**src/rtl/life_scan_ctrl_if.sv**
```systemverilog
// Host-side command/response handshake for the life tile scan sequencer.
// master = host (UART or harness), slave = life_scan_ctrl.
interface life_scan_ctrl_if #(
   parameter int CELLS = 16,
   parameter int GEN_W = 8
);
   logic             cmd_valid;
   logic             cmd_ready;
   logic [1:0]       cmd_op;
   logic [CELLS-1:0] cmd_data;
   logic [GEN_W-1:0] cmd_gens;
   logic             rsp_valid;
   logic             rsp_ready;
   logic [CELLS-1:0] rsp_data;

   modport master (
      output cmd_valid, cmd_op, cmd_data, cmd_gens, rsp_ready,
      input  cmd_ready, rsp_valid, rsp_data
   );

   modport slave (
      input  cmd_valid, cmd_op, cmd_data, cmd_gens, rsp_ready,
      output cmd_ready, rsp_valid, rsp_data
   );
endinterface

```
**src/rtl/life_scan_ctrl.sv**
```systemverilog
// Command sequencer for one 4x4 life tile: drives the tile scan chain for LOAD/READ/SWAP
// and the run enable for STEP. Every output comes straight from a flop.
module life_scan_ctrl #(
   parameter int CELLS = 16,
   parameter int GEN_W = 8
) (
   input  logic            clk,
   input  logic            reset,
   life_scan_ctrl_if.slave host,
   output logic            done,
   output logic            busy,
   output logic            scan,
   output logic            scan_write_val,
   output logic            scan_write_enb,
   input  logic            scan_read_val,
   output logic            run
);
   localparam int CW = $clog2(CELLS);
   localparam logic [CW-1:0] LAST_SHIFT = CW'(CELLS - 1);
   localparam logic [1:0] OP_LOAD = 2'b00;
   localparam logic [1:0] OP_STEP = 2'b01;
   localparam logic [1:0] OP_READ = 2'b10;

   typedef enum logic [1:0] {S_IDLE, S_SHIFT, S_RUN, S_RESP} state_t;

   state_t           state_q, state_d;
   logic [1:0]       op_q, op_d;
   logic [CELLS-1:0] pat_q, pat_d;
   logic [CELLS-1:0] rsp_data_q, rsp_data_d;
   logic [CW-1:0]    cnt_q, cnt_d, cnt_nxt;
   logic [GEN_W-1:0] gen_q, gen_d;
   logic             scan_q, scan_d;
   logic             wval_q, wval_d;
   logic             wenb_q, wenb_d;
   logic             run_q, run_d;
   logic             done_q, done_d;
   logic             rsp_valid_q, rsp_valid_d;
   logic             cmd_ready_q, cmd_ready_d;
   logic             busy_q, busy_d;

   always_comb begin
      state_d     = state_q;
      op_d        = op_q;
      pat_d       = pat_q;
      rsp_data_d  = rsp_data_q;
      cnt_d       = cnt_q;
      gen_d       = gen_q;
      scan_d      = 1'b0;
      wval_d      = 1'b0;
      wenb_d      = 1'b0;
      run_d       = 1'b0;
      done_d      = 1'b0;
      rsp_valid_d = 1'b0;
      cmd_ready_d = 1'b0;
      busy_d      = 1'b1;
      cnt_nxt     = cnt_q + 1'b1;

      case (state_q)
         S_IDLE: begin
            cmd_ready_d = 1'b1;
            busy_d      = 1'b0;
            if (host.cmd_valid && cmd_ready_q) begin
               op_d        = host.cmd_op;
               pat_d       = host.cmd_data;
               gen_d       = host.cmd_gens;
               cnt_d       = '0;
               cmd_ready_d = 1'b0;
               busy_d      = 1'b1;
               if (host.cmd_op == OP_STEP) begin
                  // A zero count still spends one RUN cycle to pulse done.
                  state_d = S_RUN;
                  run_d   = (host.cmd_gens != '0);
                  done_d  = (host.cmd_gens == '0);
               end else begin
                  state_d = S_SHIFT;
                  scan_d  = 1'b1;
                  wenb_d  = (host.cmd_op != OP_READ);
                  wval_d  = (host.cmd_op != OP_READ) && host.cmd_data[0];
               end
            end
         end

         S_SHIFT: begin
            if (!scan_q) begin
               // Post-LOAD done cycle has already been presented.
               state_d     = S_IDLE;
               cmd_ready_d = 1'b1;
               busy_d      = 1'b0;
            end else begin
               cnt_d = cnt_nxt;
               if (op_q != OP_LOAD) rsp_data_d[cnt_q] = scan_read_val;
               if (cnt_q == LAST_SHIFT) begin
                  done_d = 1'b1;
                  if (op_q != OP_LOAD) begin
                     state_d     = S_RESP;
                     rsp_valid_d = 1'b1;
                  end
               end else begin
                  scan_d = 1'b1;
                  wenb_d = (op_q != OP_READ);
                  wval_d = (op_q != OP_READ) && pat_q[cnt_nxt];
               end
            end
         end

         S_RUN: begin
            if (gen_q > GEN_W'(1)) begin
               gen_d = gen_q - 1'b1;
               run_d = 1'b1;
            end else if (gen_q == GEN_W'(1)) begin
               gen_d  = '0;
               done_d = 1'b1;
            end else begin
               state_d     = S_IDLE;
               cmd_ready_d = 1'b1;
               busy_d      = 1'b0;
            end
         end

         S_RESP: begin
            rsp_valid_d = 1'b1;
            if (host.rsp_ready && rsp_valid_q) begin
               rsp_valid_d = 1'b0;
               state_d     = S_IDLE;
               cmd_ready_d = 1'b1;
               busy_d      = 1'b0;
            end
         end

         default: begin
            state_d     = S_IDLE;
            cmd_ready_d = 1'b1;
            busy_d      = 1'b0;
         end
      endcase
   end

   always_ff @(posedge clk or negedge reset) begin
      if (!reset) begin
         state_q     <= S_IDLE;
         op_q        <= '0;
         pat_q       <= '0;
         rsp_data_q  <= '0;
         cnt_q       <= '0;
         gen_q       <= '0;
         scan_q      <= 1'b0;
         wval_q      <= 1'b0;
         wenb_q      <= 1'b0;
         run_q       <= 1'b0;
         done_q      <= 1'b0;
         rsp_valid_q <= 1'b0;
         cmd_ready_q <= 1'b1;
         busy_q      <= 1'b0;
      end else begin
         state_q     <= state_d;
         op_q        <= op_d;
         pat_q       <= pat_d;
         rsp_data_q  <= rsp_data_d;
         cnt_q       <= cnt_d;
         gen_q       <= gen_d;
         scan_q      <= scan_d;
         wval_q      <= wval_d;
         wenb_q      <= wenb_d;
         run_q       <= run_d;
         done_q      <= done_d;
         rsp_valid_q <= rsp_valid_d;
         cmd_ready_q <= cmd_ready_d;
         busy_q      <= busy_d;
      end
   end

   assign host.cmd_ready = cmd_ready_q;
   assign host.rsp_valid = rsp_valid_q;
   assign host.rsp_data  = rsp_data_q;
   assign done           = done_q;
   assign busy           = busy_q;
   assign scan           = scan_q;
   assign scan_write_val = wval_q;
   assign scan_write_enb = wenb_q;
   assign run            = run_q;
endmodule

```
**src/flat_wrapper.sv**
```systemverilog
// flat-port wrapper written by rule: the top's interface ports become plain ports
module life_scan_ctrl_flat 
#(
   parameter int CELLS = 16,
   parameter int GEN_W = 8
)
  (clk, reset, done, busy, scan, scan_write_val, scan_write_enb, scan_read_val, run, host_cmd_valid, host_cmd_op, host_cmd_data, host_cmd_gens, host_rsp_ready, host_cmd_ready, host_rsp_valid, host_rsp_data);
  life_scan_ctrl_if #(.CELLS(CELLS), .GEN_W(GEN_W)) host_i ();
  input  logic clk;
  input  logic reset;
  output logic done;
  output logic busy;
  output logic scan;
  output logic scan_write_val;
  output logic scan_write_enb;
  input  logic scan_read_val;
  output logic run;
  input wire logic [$bits(host_i.cmd_valid)-1:0] host_cmd_valid;
  input wire logic [$bits(host_i.cmd_op)-1:0] host_cmd_op;
  input wire logic [$bits(host_i.cmd_data)-1:0] host_cmd_data;
  input wire logic [$bits(host_i.cmd_gens)-1:0] host_cmd_gens;
  input wire logic [$bits(host_i.rsp_ready)-1:0] host_rsp_ready;
  output wire logic [$bits(host_i.cmd_ready)-1:0] host_cmd_ready;
  output wire logic [$bits(host_i.rsp_valid)-1:0] host_rsp_valid;
  output wire logic [$bits(host_i.rsp_data)-1:0] host_rsp_data;
  assign host_i.cmd_valid = host_cmd_valid;
  assign host_i.cmd_op = host_cmd_op;
  assign host_i.cmd_data = host_cmd_data;
  assign host_i.cmd_gens = host_cmd_gens;
  assign host_i.rsp_ready = host_rsp_ready;
  assign host_cmd_ready = host_i.cmd_ready;
  assign host_rsp_valid = host_i.rsp_valid;
  assign host_rsp_data = host_i.rsp_data;
  life_scan_ctrl #(.CELLS(CELLS), .GEN_W(GEN_W)) u_core (.clk(clk), .reset(reset), .host(host_i), .done(done), .busy(busy), .scan(scan), .scan_write_val(scan_write_val), .scan_write_enb(scan_write_enb), .scan_read_val(scan_read_val), .run(run));
endmodule
```
**config.mk**
```make
export PLATFORM = sky130hd
export DESIGN_NAME = life_scan_ctrl_flat
export DESIGN_NICKNAME = d
export VERILOG_FILES = /design/src/rtl/life_scan_ctrl_if.sv /design/src/rtl/life_scan_ctrl.sv /design/src/flat_wrapper.sv
export SDC_FILE = /design/constraint.sdc
export NUM_CORES = 1
export LEC_CHECK = 0
export ABC_CLOCK_PERIOD_IN_PS = 2000
export CORE_ASPECT_RATIO = 0.8
export CORE_MARGIN = 2
export CORE_UTILIZATION = 47
export CTS_CLUSTER_SIZE = 30
export DETAILED_ROUTE_END_ITERATION = 6
export HOLD_SLACK_MARGIN = 0.02
export PLACE_DENSITY_LB_ADDON = 0.08
export SYNTH_ARGS = -nofsm -noshare
export SYNTH_HDL_FRONTEND = slang
export SYNTH_SLANG_ARGS = --single-unit
export TNS_END_PERCENT = 10
```
**constraint.sdc**
```tcl
create_clock -name clk -period 2 [get_ports clk]
set_input_delay 0.2 -clock clk [delete_from_list [all_inputs] [get_ports clk]]
set_output_delay 0.2 -clock clk [all_outputs]
set_load 0.05 [all_outputs]
```
After elaboration in Yosys (flattened, before gate mapping):

Index checks and enable logic that the tools add are counted.

* $add $sub $neg: 2
* order comparisons: 4
* equal/unequal tests: 16
* muxes and demuxes: 62
* reductions and logical operators: 16

Operators with widths (number)
* $mux 1: 35
* $mux 8: 3
* $bwmux 16: 1
* $mux 2: 8
* $pmux 8 s2: 1
* $lt 4x5->1 const B: 2
* $pmux 1 s2: 5
* $reduce_and 3->1: 3
* $eq 8x1->1 const B: 1
* $gt 8x1->1 const B: 1
* $logic_not 8->1: 1
* $mux 4: 2
* $ne 2x2->1 const B: 4
* $pmux 1 s4: 2
* $pmux 2 s4: 1
* $pmux 4 s2: 1
* $reduce_bool 8->1: 1
* $sub 8x1->8 const B: 1
* $ne 2x1->1 const B: 3
* $ne 3x3->1 const B: 2
* $reduce_and 6->1: 1
* $reduce_bool 2->1: 3
* $logic_and 1x1->1: 5
* $add 4x1->4 const B: 1
* 10 further kinds: 12

* bits in registers: 56
* bits of input ports: 31
* output and inout port bits: 24
* logic and storage cells: 114

Longest topological paths before layout:

* depth after elaboration: 7
* depth in mapped cells: 7
* gate-level depth less buffers: 6

Worst setup path before layout:

OpenSTA, ideal clock, no wires.

* path type: reg-to-reg
* start: register u_core.cnt_q[0]
* end: register u_core.wval_q (netlist: u_core.scan_write_val)
* library setup time: 0.122 ns
* arrival time: 2.100 ns
* required time: 1.878 ns
* slack: -0.222 ns
* stages on the path, launching flop included: 7
* buffers on the path: 1
* clock period less this slack: 2.222 ns
* path through: dfrtp_1 clkbuf_1 inv_1 ha_1 mux4_2 mux4_2 a32o_1

* cells in the longest elaborated chain, start to end: 7
* elaborated cells on any way between the ends: 8
* those cells by class: add/sub (1); eq/ne (1); mux (5); reduce/logical (1)

Ends and longest elaborated chain
* from (decl): RTL line life_scan_ctrl.sv:30 `logic [CW-1:0] cnt_q, cnt_d, cnt_nxt;`
* from (signal assigned): RTL line life_scan_ctrl.sv:159 `cnt_q <= cnt_d;`
* $add 4x1->4: RTL line life_scan_ctrl.sv:56 `cnt_nxt = cnt_q + 1'b1;`
* $bmux 1 s4: RTL line life_scan_ctrl.sv:101 `wval_d = (op_q != OP_READ) && pat_q[cnt_nxt];`
* $mux 1 (not written as such): RTL line life_scan_ctrl.sv:101
* $logic_and 1x1->1: RTL line life_scan_ctrl.sv:101
* $mux 1 *: RTL line life_scan_ctrl.sv:92 `if (cnt_q == LAST_SHIFT) begin`
* $mux 1 *: RTL line life_scan_ctrl.sv:84 `if (!scan_q) begin`
* $pmux 1 s2 *: RTL line life_scan_ctrl.sv:58 `case (state_q)`
* via u_core.wval_d: RTL line life_scan_ctrl.sv:33 `logic wval_q, wval_d;`
* to (signal assigned): RTL line life_scan_ctrl.sv:162 `wval_q <= wval_d;`
* to (decl): RTL line life_scan_ctrl.sv:33

The timed path passes the listed nets; every way through them passes the cells marked *. The select of a mux whose other input is x is not followed.
A chain may end at the register's enable or synchronous reset.

Final worst setup path:

* start: register u_core.gen_q[4]
* end: register u_core.gen_q[7]

* cells in the longest elaborated chain, start to end: 3
* elaborated cells on any way between the ends: 7
* those cells by class: add/sub (1); order compare (1); eq/ne (2); mux (2); reduce/logical (1)

Ends and longest elaborated chain
* from (decl): RTL line life_scan_ctrl.sv:31 `logic [GEN_W-1:0] gen_q, gen_d;`
* from (signal assigned): RTL line life_scan_ctrl.sv:160 `gen_q <= gen_d;`
* $sub 8x1->8 (tied with other cells): RTL line life_scan_ctrl.sv:108 `gen_d = gen_q - 1'b1;`
* $mux 8 or $ne 3x1->1 (tied branches)
* $pmux 8 s2 or $reduce_and 3->1 (tied branches)

Several ways; a longest one is shown, not always the timed one.

==> out/results.txt <==
Final Slew Violations - 0
Inserted Clock Buffers - 5
Fraction of layout instances using a drive strength above 1 - 0.1838
Sequential area share after synthesis - 0.4904
Setup WS post-layout - 0.02589 ns
Worst setup skew after layout - 0.007819 ns
WL final - 6.442 mm
Die H - 73.78 um
Final Power - 0.005105 W
Synth cell types - 43
I/O Buffers - 54
Worst Path Arrival - 2.17 ns
Footprint of the multi-input gates - 0.001420 mm^2
Max Fanout on Critical Path - 8
Worst slack, placed - -0.04251 ns
Maximum clock path buffer count - 2
Yosys top cell area share - 0.4812
Initial antenna violation count - 0
Htree depth - 2
Mapped Nets - 327
Area growth syn-to-layout - 33.38%
Critical path startpoint category - flop
Final setup violation count - 0
Mapped Cells - 288
Fraction of registers with async set/reset - 1.000
EDFF count, synth - 0
Grt ovf - 0
Routability cong. - 0.8685
Peak VDD IR - 592.3 uV
Core area - 0.005881 mm^2
Largest family of logic cells by synthesized area - simple AND/OR/NAND/NOR gates
HP Class - in -> async
Status - completed
Largest area contributor in the netlist - dfrtp_1
Row count - 25
# nets final - 397
Post-synthesis simple-gate area fraction - 0.2021
CTS clk-pin slew, worst paths - 0.09 ns
Synth top area cells - dfrtp_1 48%, nand2_1 8.9%, mux2_2 6.7%, mux4_2 3.9%, ha_1 3.5%
PD cells - 1338 mW/mm^2
DRC - 0
Period utilization - 0.9871
Vias - 2374
First-pass GRT wire length - 11.02 mm
Clock latency on the worst-skew pair - 0.31 ns
Die Area - 0.006730 mm^2
Mean area per synthesized cell - 9.931 um^2
Dpl cells - 429
XOR/XNOR share of the synthesized area - 0.006124
YS warnings - 0
Final Non-Filler Cells - 440
Routed len/inst - 14.64 um
Most common cell after layout, fill and taps aside - nand2_1
# diodes - 0
CTS tree - done
GRT Overall Usage - 0.2051
Commonest cells after routing, fill and taps aside - 68 x nand2_1, 55 x dfrtp_1, 53 x clkdlybuf4s50_1
Synth Area in Compound Gates - 0.1111
Fin crit period - 1.974 ns
I/O Pins - 55
Max cap viols - 0
Yosys reg bits - 56
Worst EP required - 2.19 ns
P_leak - 1.681 nW
RSZ-0062 raised after global routing - true
Clock Tree Root - clkbuf_8
Largest net degree at the start of global routing - 35
Vias in the first global route - 2300
Starting Density - 0.4864
Clock Sinks - 56
Crit. End Element - flop
Syn Std Cell Area - 0.002860 mm^2
Fmax - 506.6 MHz
Dominant synthesized flop cell - dfrtp_1
Dpl hpwl - 4.598 mm
Storage cell area - 0.001403 mm^2
Post-synthesis mux area share - 0.1168
Post-Synth Adder-Cell Area - 0.03500
Final hold vios - 0
Die Width - 91.22 um
Crit path kind - reg -> reg
Worst Max-Slew Pin Slew - 0.5480 ns
Drt pass-1 iters - 4
Via density - 5.395
Post-route ant nets - 0
Relative slew slack - 0.6347
Fillcell total - 521
Iter 0 DRT Violations - 123
## cell families (layout without fill, tap and decap cells)
kind of cell / count (synthesis) / in the layout
multiplexers: 25 / 25
adder cells (fa/ha/maj): 8 / 8
AND/OR/NAND/NOR: 127 / 127
buffers and inverters: 26 / 97
flip-flops: 56 / 56
XOR/XNOR: 2 / 2
AO/OA/AOI/OAI: 44 / 44
## through the flow
step	area, um^2	hold slack [ns]	TNS [ns]	util
after global placement	3652	0.2148	0	0.6211
final	3815	0.4053	0	0.6487
after global routing	3815	0.4202	-0.06071	0.6487
after CTS	3766	0.4073	0	0.6404
after detailed placement	3652	0.2124	-0.06405	0.6211
after floorplan	2879	-0.09559	-0.2286	-
## layout make-up
class                   count  area share
multi-input cells         206      0.3723
clock inverters             1    0.001968
inverters                   8    0.007871
clock buffers               7     0.02263
flip-flops and latches     56      0.3677
repair buffers             81      0.2010
well taps                  81     0.02657
## power by group
group / leakage, nW / switching, W / internal [W]
sequential: 0.694 / 0.000274 / 0.00153
clock: 0.0445 / 0.000359 / 0.000282
combinational: 0.942 / 0.00143 / 0.00123
## path summary, 6_finish.rpt
check,end,cells past startpoint,slack [ns],startpoint
min,u_core.host.rsp_valid,2,0.41,reset
min reg2reg,u_core.pat_q[11],2,0.48,u_core.pat_q[11]
max reg2reg,u_core.gen_q[7],5,0.03,u_core.gen_q[4]
max,u_core.gen_q[7],5,0.03,u_core.gen_q[4]
min in group clk,u_core.pat_q[7],3,0.41,host_cmd_data[7]
max in group asynchronous,u_core.scan_write_enb,3,1.03,reset
## per-layer routing
| metal | part of all wire | vias up | track usage |
|---|---|---|---|
| li1 | - | 1155 | - |
| met1 | 0.49 | 1145 | 0.2931 |
| met2 | 0.46 | 67 | 0.3235 |
| met3 | 0.044 | 7 | 0.04718 |
| met4 | 0.0067 | 0 | 0.04545 |
| met5 | 0 | - | 0 |
## state kept, by name, summed over array words and instances, names as in the netlist
name and flops:
u_core.pat_q 16, u_core.state_q 2, u_core.cnt_q 4, u_core.scan_write_enb 1
u_core.busy 1, u_core.host.rsp_valid 1, u_core.scan 1, u_core.host.rsp_data 16
u_core.scan_write_val 1, u_core.host.cmd_ready 1, u_core.gen_q 8, u_core.run 1
u_core.done 1, u_core.op_q 2
## synthesized netlist by cell type, drive strengths merged, types with 2 or more instances
cell     instances
mux4             5
or4              2
ha               8
nand2b           2
nor2b            5
mux2i            3
o2111ai          2
and2             2
o41ai            3
buf              5
dfrtp           55
clkbuf          13
a22o             7
nor4             3
o22ai            7
o21ai           12
inv              8
nand2           68
nand4            4
o21a             2
mux2            17
nor2            12
o31ai            3
nor3             5
nand3           18
a2bb2oi          2
## timing repair
action                                  CTS  global route
resized for setup                         2             8
gates cloned                              0             1
hold endpoints to repair                 21             0
endpoints found under the setup margin    7             9
hold buffers                              1             0
setup buffers                             0             1
pin swaps                                 0             3
## worst max-delay path, cell delays in order (launching register included)
cell	delay (ns)
dfrtp_1	0.39
or4_4	0.59
o31a_1	0.31
or2_1	0.22
buf_6	0.14
a22o_1	0.21
Power figures use the tool's default switching activity.
